## src/rtl/psg_array_ctrl.sv

```systemverilog
// psg_array_ctrl: bus arbitration, read-back mux and stereo mixer
// for an array of externally instantiated PSG chips.
module psg_array_ctrl #(
    parameter int NUM_CHIPS = 4,
    parameter int AW        = 8,
    parameter int OW        = 10
) (
    input  logic                    clk,
    input  logic                    reset,
    input  logic                    disable_all,
    input  logic [NUM_CHIPS-1:0]    chip_en,
    input  logic                    bdir,
    input  logic                    bc1,
    input  logic [7:0]              din,
    output logic [NUM_CHIPS-1:0]    chip_sel,
    input  logic [8*NUM_CHIPS-1:0]  chip_dout,
    input  logic [NUM_CHIPS-1:0]    chip_oe_n,
    output logic [7:0]              dout,
    output logic                    oe_n,
    input  logic [AW*NUM_CHIPS-1:0] chip_audio,
    input  logic [2*NUM_CHIPS-1:0]  pan,
    input  logic                    sample_stb,
    output logic [OW-1:0]           audio_l,
    output logic [OW-1:0]           audio_r,
    output logic                    mix_valid,
    output logic                    overrun
);

    localparam int IW   = $clog2(NUM_CHIPS);
    localparam int ACCW = AW + IW;
    localparam logic [3:0]    NC   = 4'(NUM_CHIPS);
    localparam logic [IW-1:0] LAST = IW'(NUM_CHIPS - 1);

    typedef enum logic [1:0] {
        IDLE,
        ACC,
        DONE
    } state_t;

    logic [7:0]    cd [NUM_CHIPS];
    logic [AW-1:0] ca [NUM_CHIPS];
    logic [1:0]    pn [NUM_CHIPS];

    for (genvar i = 0; i < NUM_CHIPS; i++) begin : g_unpack
        assign cd[i] = chip_dout[8*i +: 8];
        assign ca[i] = chip_audio[AW*i +: AW];
        assign pn[i] = pan[2*i +: 2];
    end

    logic [IW-1:0] sel_idx;
    logic [2:0]    k;
    logic [7:0]    en_ext;
    logic          sel_wr;

    assign k = ~din[2:0];

    // Widen the enable mask so any 3-bit latch index is a legal lookup.
    always_comb begin
        en_ext = '0;
        en_ext[NUM_CHIPS-1:0] = chip_en;
    end

    assign sel_wr = bdir && bc1 && (din[7:3] == 5'b11111) &&
                    ({1'b0, k} < NC) && en_ext[k] && !disable_all;

    // Active chip index, moved only by a qualifying latch write.
    always_ff @(posedge clk) begin
        if (reset) begin
            sel_idx <= '0;
        end else if (sel_wr) begin
            sel_idx <= k[IW-1:0];
        end
    end

    // One-hot decode of the selected chip onto the A8 lines.
    always_comb begin
        chip_sel = '0;
        chip_sel[sel_idx] = 1'b1;
    end

    assign dout = cd[sel_idx];
    assign oe_n = (chip_en[sel_idx] && !disable_all) ?
                  chip_oe_n[sel_idx] : 1'b1;

    state_t        state;
    logic [IW-1:0] idx;
    logic [ACCW-1:0] acc_l, acc_r;
    logic [ACCW-1:0] sum_l, sum_r;
    logic [AW-1:0]   smp;
    logic [OW-1:0]   sat_l, sat_r;

    assign smp   = (chip_en[idx] && !disable_all) ? ca[idx] : '0;
    assign sum_l = acc_l + (pn[idx][0] ? ACCW'(smp) : '0);
    assign sum_r = acc_r + (pn[idx][1] ? ACCW'(smp) : '0);

    if (OW >= ACCW) begin : g_wide
        assign sat_l = OW'(sum_l);
        assign sat_r = OW'(sum_r);
    end else begin : g_sat
        assign sat_l = (|sum_l[ACCW-1:OW]) ? '1 : sum_l[OW-1:0];
        assign sat_r = (|sum_r[ACCW-1:OW]) ? '1 : sum_r[OW-1:0];
    end

    assign overrun = sample_stb && (state != IDLE) && !reset;

    // Mixer FSM: one chip per ACC cycle, final sum registered on exit.
    always_ff @(posedge clk) begin
        if (reset) begin
            state     <= IDLE;
            idx       <= '0;
            acc_l     <= '0;
            acc_r     <= '0;
            audio_l   <= '0;
            audio_r   <= '0;
            mix_valid <= 1'b0;
        end else begin
            mix_valid <= 1'b0;
            unique case (state)
                IDLE: begin
                    if (sample_stb) begin
                        acc_l <= '0;
                        acc_r <= '0;
                        idx   <= '0;
                        state <= ACC;
                    end
                end
                ACC: begin
                    acc_l <= sum_l;
                    acc_r <= sum_r;
                    idx   <= idx + 1'b1;
                    if (idx == LAST) begin
                        audio_l   <= sat_l;
                        audio_r   <= sat_r;
                        mix_valid <= 1'b1;
                        state     <= DONE;
                    end
                end
                DONE: begin
                    state <= IDLE;
                end
                default: begin
                    state <= IDLE;
                end
            endcase
        end
    end

endmodule

```

## config.mk

```make
export PLATFORM = sky130hd
export DESIGN_NAME = psg_array_ctrl
export DESIGN_NICKNAME = d
export VERILOG_FILES = /design/src/rtl/psg_array_ctrl.sv
export SDC_FILE = /design/constraint.sdc
export NUM_CORES = 1
export LEC_CHECK = 0
export BUFFER_PORTS_ARGS = -buffer_cell sky130_fd_sc_hd__clkbuf_2
export CAP_MARGIN = 15
export CELL_PAD_IN_SITES_DETAIL_PLACEMENT = 1
export CELL_PAD_IN_SITES_GLOBAL_PLACEMENT = 1
export CORE_ASPECT_RATIO = 1.75
export CORE_MARGIN = 5
export CORE_UTILIZATION = 32
export DETAILED_ROUTE_END_ITERATION = 12
export PLACE_DENSITY_LB_ADDON = 0.05
export SYNTH_ARGS = -nofsm -noshare
export SYNTH_HDL_FRONTEND = slang
export SYNTH_SLANG_ARGS = --single-unit
```

## constraint.sdc

```tcl
create_clock -name clk -period 2.81 [get_ports clk]
set_input_delay 0.562 -clock clk [delete_from_list [all_inputs] [get_ports clk]]
set_output_delay 0.562 -clock clk [all_outputs]
set_load 0.01 [all_outputs]
```

==> out/metrics.csv, run 1 <==
metric,value,unit
status,"complete, no violations",
vias,3417,
rsz0062_at_grt,true,
rows,48,
dieArea,12170,um^2
dp_hpwl,9.228,mm
yosys.area.top_type,dfxtp_1,
diodes,0,
ys_ff_latch,47,
power.switching,431.4,uW
maxCapViolCount,0,
dr.first_iter.drc_count,75,
final_util,47.64,%
cp_max_fo,7,
die-width,85.56,um
yosysWarnings,0,
powerDensity,343.1,nW/um^2
io_pins,129,
tritoncts,done,
dr.pass1.iters,4,
async_reset_ff_share,0,%
pwr-share-clk,37.9,%
dp.cells,632,
viasPerCell,5.241,
antenna_found_initial,0,
synth_cell_types,50,
syn_nets,463,
topRoutingLayerUsed,met4,
grt_pass1_wl,17.89,mm
grt_pass1_vias,3702,
finalCriticalPeriod,2.777,ns
track_usage,18.76,%
drt-total-wl,11.63,mm
gp_congestion,0.8200,
intPower,1178,uW
ir_drop,210.8,uV
nets,639,
syn_area,3197,um^2
synth.avg_cell_area,9.134,um^2
crit_required,3.00,ns
cts.sinks,47,
port_buffers,128,
syn2layout_area_growth,46.77,%
setup_viol,0,
insertion_delay,0.29,ns
clk_pin_slew,0.07,ns
power_frac_seq,42.2,%
final_cell_mix,"128 x clkbuf_2, 59 x buf_4, 46 x dfxtp_1",
finalMaxSlewViolations,0,
grt_max_degree,39,
fin_ws,0.03267,ns
netlist_instances,350,
antenna_left,0,
tightest_slew,0.7605,ns
worst_setup_path_end_kind,register,
drt-met1-wl,3.915,mm
power_frac_comb,19.8,%
min_period_over_period,98.84,%
holdCritPathClass,reg2reg,
p_leak,0.002109,uW
clockBufferDepth,2,
fmax,0.3601,GHz
die_h,142.2,um
dp_slack,-0.2914,ns
grt_remaining_overflow,0,
worst-setup-path-type,reg2reg,
met2_length,6.988,mm
cts_made_buffers,5,
synthFlopType,dfxtp_1,
drive_above_1_share,49.72,%
fin_cells,652,
ys_top_cells_by_area,"dfxtp_1 29%, mux4_2 14%, ha_1 6.7%",
ys_seq_area_share,29.43,%
start_kind,register,
wire_per_inst,17.84,um
p_sw_share,26.80,%
layout_commonest_cell,clkbuf_2,
holdWs,0.4562,ns
start_util,32.46,%
cts-hold-fix-buffers,0,
drc,0,
met3_length,467,um
h-tree-depth,2,
fin_skew,0.01025,ns
slew_headroom,49.23,%
core_area,9849,um^2
hold_viol_final,0,
synth_top_cell_area_share,29.43,%
worstPathArrival,2.97,ns
cts_root_buf,clkbuf_16,
synth-edff-count,0,
[layer usage]
layer / vias to the layer above / global-route usage [%]
met5: - / 0
met4: 0 / 6.255
met3: 17 / 2.317
met2: 90 / 40.29
met1: 1673 / 17.10
li1: 1637 / -
[power by group through the flow]
stage | Combinational [uW] | Clock [uW] | Sequential [uW]
global placement | 285 | 0 | 694
finish | 320 | 610 | 680
CTS | 299 | 634 | 679
detailed placement | 292 | 0 | 695
global route | 346 | 659 | 680
floorplan | 149 | 0 | 693
[repair_timing]
| item | 4_1_cts | 5_1_grt |
|---|---|---|
| gates resized for setup | 11 | 29 |
| setup buffers | 3 | 9 |
| pin swaps | 5 | 24 |
| setup endpoints to repair | 15 | 18 |
[critical path, cell delays in order, from the launching register on]
cell and delay, ns:
dfxtp_4 0.38, buf_8 0.13, buf_6 0.12, mux4_2 0.52, nor2b_2 0.17, ha_1 0.34, nand4_1 0.17, or3_4 0.47
a21oi_2 0.15, nor3_2 0.06, o21a_1 0.18
[synth_stat cells, drive strengths merged (7+ instances only)]
cell type   n
o21ai      11
buf        13
nor2       28
mux4       20
dfxtp      47
xnor2       8
nor2b      17
inv        13
clkbuf      9
nand2      31
a22o        8
a22oi       7
nand4       7
ha         17
a21oi      33
a211oi      9
[sequential cells by signal (all words and copies together) (netlist names)]
signal     flops
idx            2
audio_l       10
acc_r         10
state          2
audio_r       10
sel_idx        2
mix_valid      1
acc_l         10
[cells by family (layout without fill, tap and decap cells)]
logic type	after synthesis	after routing	synth area share, %
AOI/OAI and AO/OA	96	96	20.20
and+or+nand+nor	121	121	19.96
buffers and inverters	35	212	5.127
xor gates and xnor gates	12	12	3.288
muxes	20	20	14.09
DFF	47	47	29.43
adders and majority gates	19	19	7.906
[worst paths after layout]
path	from	to	slack (ns)	cells after the start
min reg2reg	audio_l[5]	audio_l[5]	0.46	2
max reg2reg	idx[0]	audio_r[9]	0.03	10
max	idx[0]	audio_r[9]	0.03	10
min	audio_l[5]	audio_l[5]	0.46	2
[per-stage QoR]
step	area, um^2	total power (uW)	TNS (ns)
final	4692	1610	0
after global routing	4692	1685	-0.1758
after CTS	4472	1612	-0.006747
after detailed placement	4262	986.6	-4.085
after global placement	4262	979.2	-3.291
after floorplan	3197	843.0	0
[area by class of cell]
cell class | instances | area [um^2]
clock inverters | 3 | 18.77
well taps | 125 | 156.4
fillers | 1210 | 5157
clock buffers | 5 | 125.1
inverters | 13 | 48.80
repair buffers | 191 | 1132
multi-input cells | 268 | 2266
flip-flops and latches | 47 | 944.7
Power figures use the tool's default switching activity.
==> run 2, diff against run 1 <==
- ABC_AREA: not set -> 1
- CORE_UTILIZATION: 32 -> 30
- RECOVER_POWER: not set -> 50
==> run 2 against run 1 <==
Effect of this change:
- wire length is 8.4% higher
- sequential cell count stayed put
- clock power is 4.6% higher
- combinational power is 3% higher
- utilization is 8.5 points lower
- fmax is 8.3% higher
- critical path depth is 5 higher
- non-clock buffer count is 43 lower
- cell count is 21% higher
- clock skew is 0.0037 ns lower
- synthesized area is 4.5% higher
==> out/metrics.csv, run 2 <==
metric,value,unit,change
syn_area,3342,um^2,+4.5%
status,"complete, no violations",,
vias,3913,,+15%
io_pins,129,,unchanged
tritoncts,done,,
setup_viol,0,,unchanged
start_kind,register,,
syn_nets,638,,+38%
tightest_slew,0.8149,ns,+0.05435 ns
grt_pass1_vias,4139,,+12%
worstPathArrival,2.77,ns,-0.20 ns
cts_root_buf,clkbuf_16,,
holdWs,0.4708,ns,+0.01456 ns
antenna_found_initial,0,,unchanged
start_util,30.27,%,-2.2 points
powerDensity,382.1,nW/um^2,+11%
ir_drop,332.6,uV,+58%
fin_setup_tns,0,ns,unchanged
crit_required,3.01,ns,about the same
drc,0,,unchanged
hold_viol_final,0,,unchanged
die-width,89.79,um,+4.9%
fmax,0.3900,GHz,+8.3%
h-tree-depth,2,,unchanged
synth.avg_cell_area,6.366,um^2,-30%
critPathLaunch,idx[0],,
min_period_over_period,91.24,%,-7.6 points
final_util,39.13,%,-8.5 points
rsz0062_at_grt,false,,
die_h,149.6,um,+5.2%
yosys.area.top_type,dfxtp_1,,
cts.sinks,47,,unchanged
fin_ws,0.2461,ns,+0.2134 ns
seq_area,943.4,um^2,-0.13%
finalMaxSlewViolations,0,,unchanged
fin_skew,0.006555,ns,-0.003691 ns
synth-edff-count,0,,unchanged
dp_slack,-0.004397,ns,+0.2870 ns
drt-total-wl,12.61,mm,+8.4%
cts_made_buffers,5,,unchanged
fill_cells,1554,,+28%
rows,51,,+6.3%
syn2layout_area_growth,29.24,%,
slew_headroom,45.62,%,-3.6 points
synth_common_cells,"159 x nand2_1, 52 x nor2_1, 50 x inv_1",,
core_area,11040,um^2,+12%
yosysWarnings,0,,unchanged
gp_congestion,0.8364,,+2.0%
holdCritPathClass,reg2reg,,
ys_top_cells_by_area,"dfxtp_1 28%, nand2_1 18%, ha_1 6.4%",,
dieArea,13430,um^2,+10%
maxCapViolCount,0,,unchanged
synth_cell_types,35,,-30%
worst_setup_path_end_kind,register,,
drive_above_1_share,22.64,%,-27 points
dr.first_iter.drc_count,89,,+19%
antenna_left,0,,unchanged
hold_start,audio_r[2],,
reg2reg_from,idx[0],,
cp_max_fo,14,,+7
wire_per_inst,15.96,um,-11%
async_reset_ff_share,0,%,unchanged
grt_pass1_wl,20.44,mm,+14%
viasPerCell,4.953,,-5.5%
multi_input_area,2090,um^2,-7.8%
synth_top_cell_area_share,28.15,%,-1.3 points
finalCriticalPeriod,2.564,ns,-0.2134 ns
grt_max_degree,27,,-31%
ys_ff_latch,47,,unchanged
clk_pin_slew,0.07,ns,about the same
netlist_instances,525,,+50%
synthFlopType,dfxtp_1,,
ys_seq_area_share,28.15,%,-1.3 points
final_cell_mix,"160 x nand2_1, 101 x clkbuf_2, 52 x nor2_1",,
insertion_delay,0.30,ns,about the same
track_usage,18.73,%,-0.030 points
worst-setup-path-type,reg2reg,,
yosysMostFrequentCell,nand2_1,,
dp_hpwl,10.41,mm,+13%
port_buffers,128,,unchanged
place_area,4165,um^2,-2.3%
layout_commonest_cell,nand2_1,,
fin_area,4319,um^2,-7.9%
diodes,0,,unchanged
dr.pass1.iters,6,,+2
nets,770,,+21%
clockBufferDepth,2,,unchanged
grt_remaining_overflow,0,,unchanged
p_leak,0.002151,uW,+2.0%
-- run 2: changes by cell type in the layout (fill, tap and decap cells not counted), sizes merged, moves of 19 or more --
cell	change
nand2	+130
buf	-44
inv	+40
nand3	+30
nor2	+28
mux4	-20
o21ai	+19
-- run 2: layout make-up --
type	count	area share (%)
well taps	132	3.824
inverters	55	4.925
clock buffers	6	3.216
repair buffers	148	17.44
clock inverters	2	0.3766
flip-flops and latches	47	21.84
multi-input cells	400	48.38
-- run 2: routing by layer --
layer	routed length (um)	vias to the layer above	global-route usage (%)	share of wire, %
met2	7408	80	39.08	59
met1	4445	1847	17.88	35
met5	0	-	0	0
li1	-	1973	-	-
met3	519	13	3.672	4.1
met4	238	0	5.219	1.9
-- run 2: worst max-delay path, stage by stage, from the launching register on --
cell     delay, ns
dfxtp_2       0.40
buf_4         0.22
o21ai_0       0.11
o22ai_1       0.32
nand2_2       0.13
nor2_2        0.20
inv_2         0.06
fa_2          0.38
o21ai_2       0.20
nand2_1       0.10
nand2_1       0.08
nand2_1       0.07
nand2_1       0.06
nand2_1       0.04
nand2_1       0.07
inv_1         0.03
-- run 2: timing repair --
action                     CTS  global route
setup buffers                0             2
hold buffers                 0             0
setup endpoints to repair    0            17
resized for setup            0            10
-- run 2: power breakdown --
group	switching [uW]	leakage (uW)	internal (uW)	total [uW]
logic	193	0.00170	136	329
registers	8.54	0.000380	676	684
clock network	282	0.0000731	356	638
-- run 2: cells by family after synthesis --
group,after synthesis,share of synthesized area [%]
flip-flops,47,28.15
buffers and inverters,78,9.697
adder cells (fa/ha/maj),19,7.563
XOR/XNOR,6,1.572
AND/OR/NAND/NOR,263,32.35
AO/OA/AOI/OAI,112,20.67
-- run 2: final timing paths --
kind / end / slack [ns] / cells after the start
worst max-delay path: audio_r[8] / 0.25 / 15
worst max register to register: audio_r[8] / 0.25 / 15
worst min-delay path: audio_r[2] / 0.47 / 2
worst min register to register: audio_r[2] / 0.47 / 2
-- run 2: through the flow --
stage,cells,power [uW]
floorplan,525,878.6
global placement,780,1024
detailed placement,780,1029
CTS,788,1673
global route,790,1743
finish,790,1650
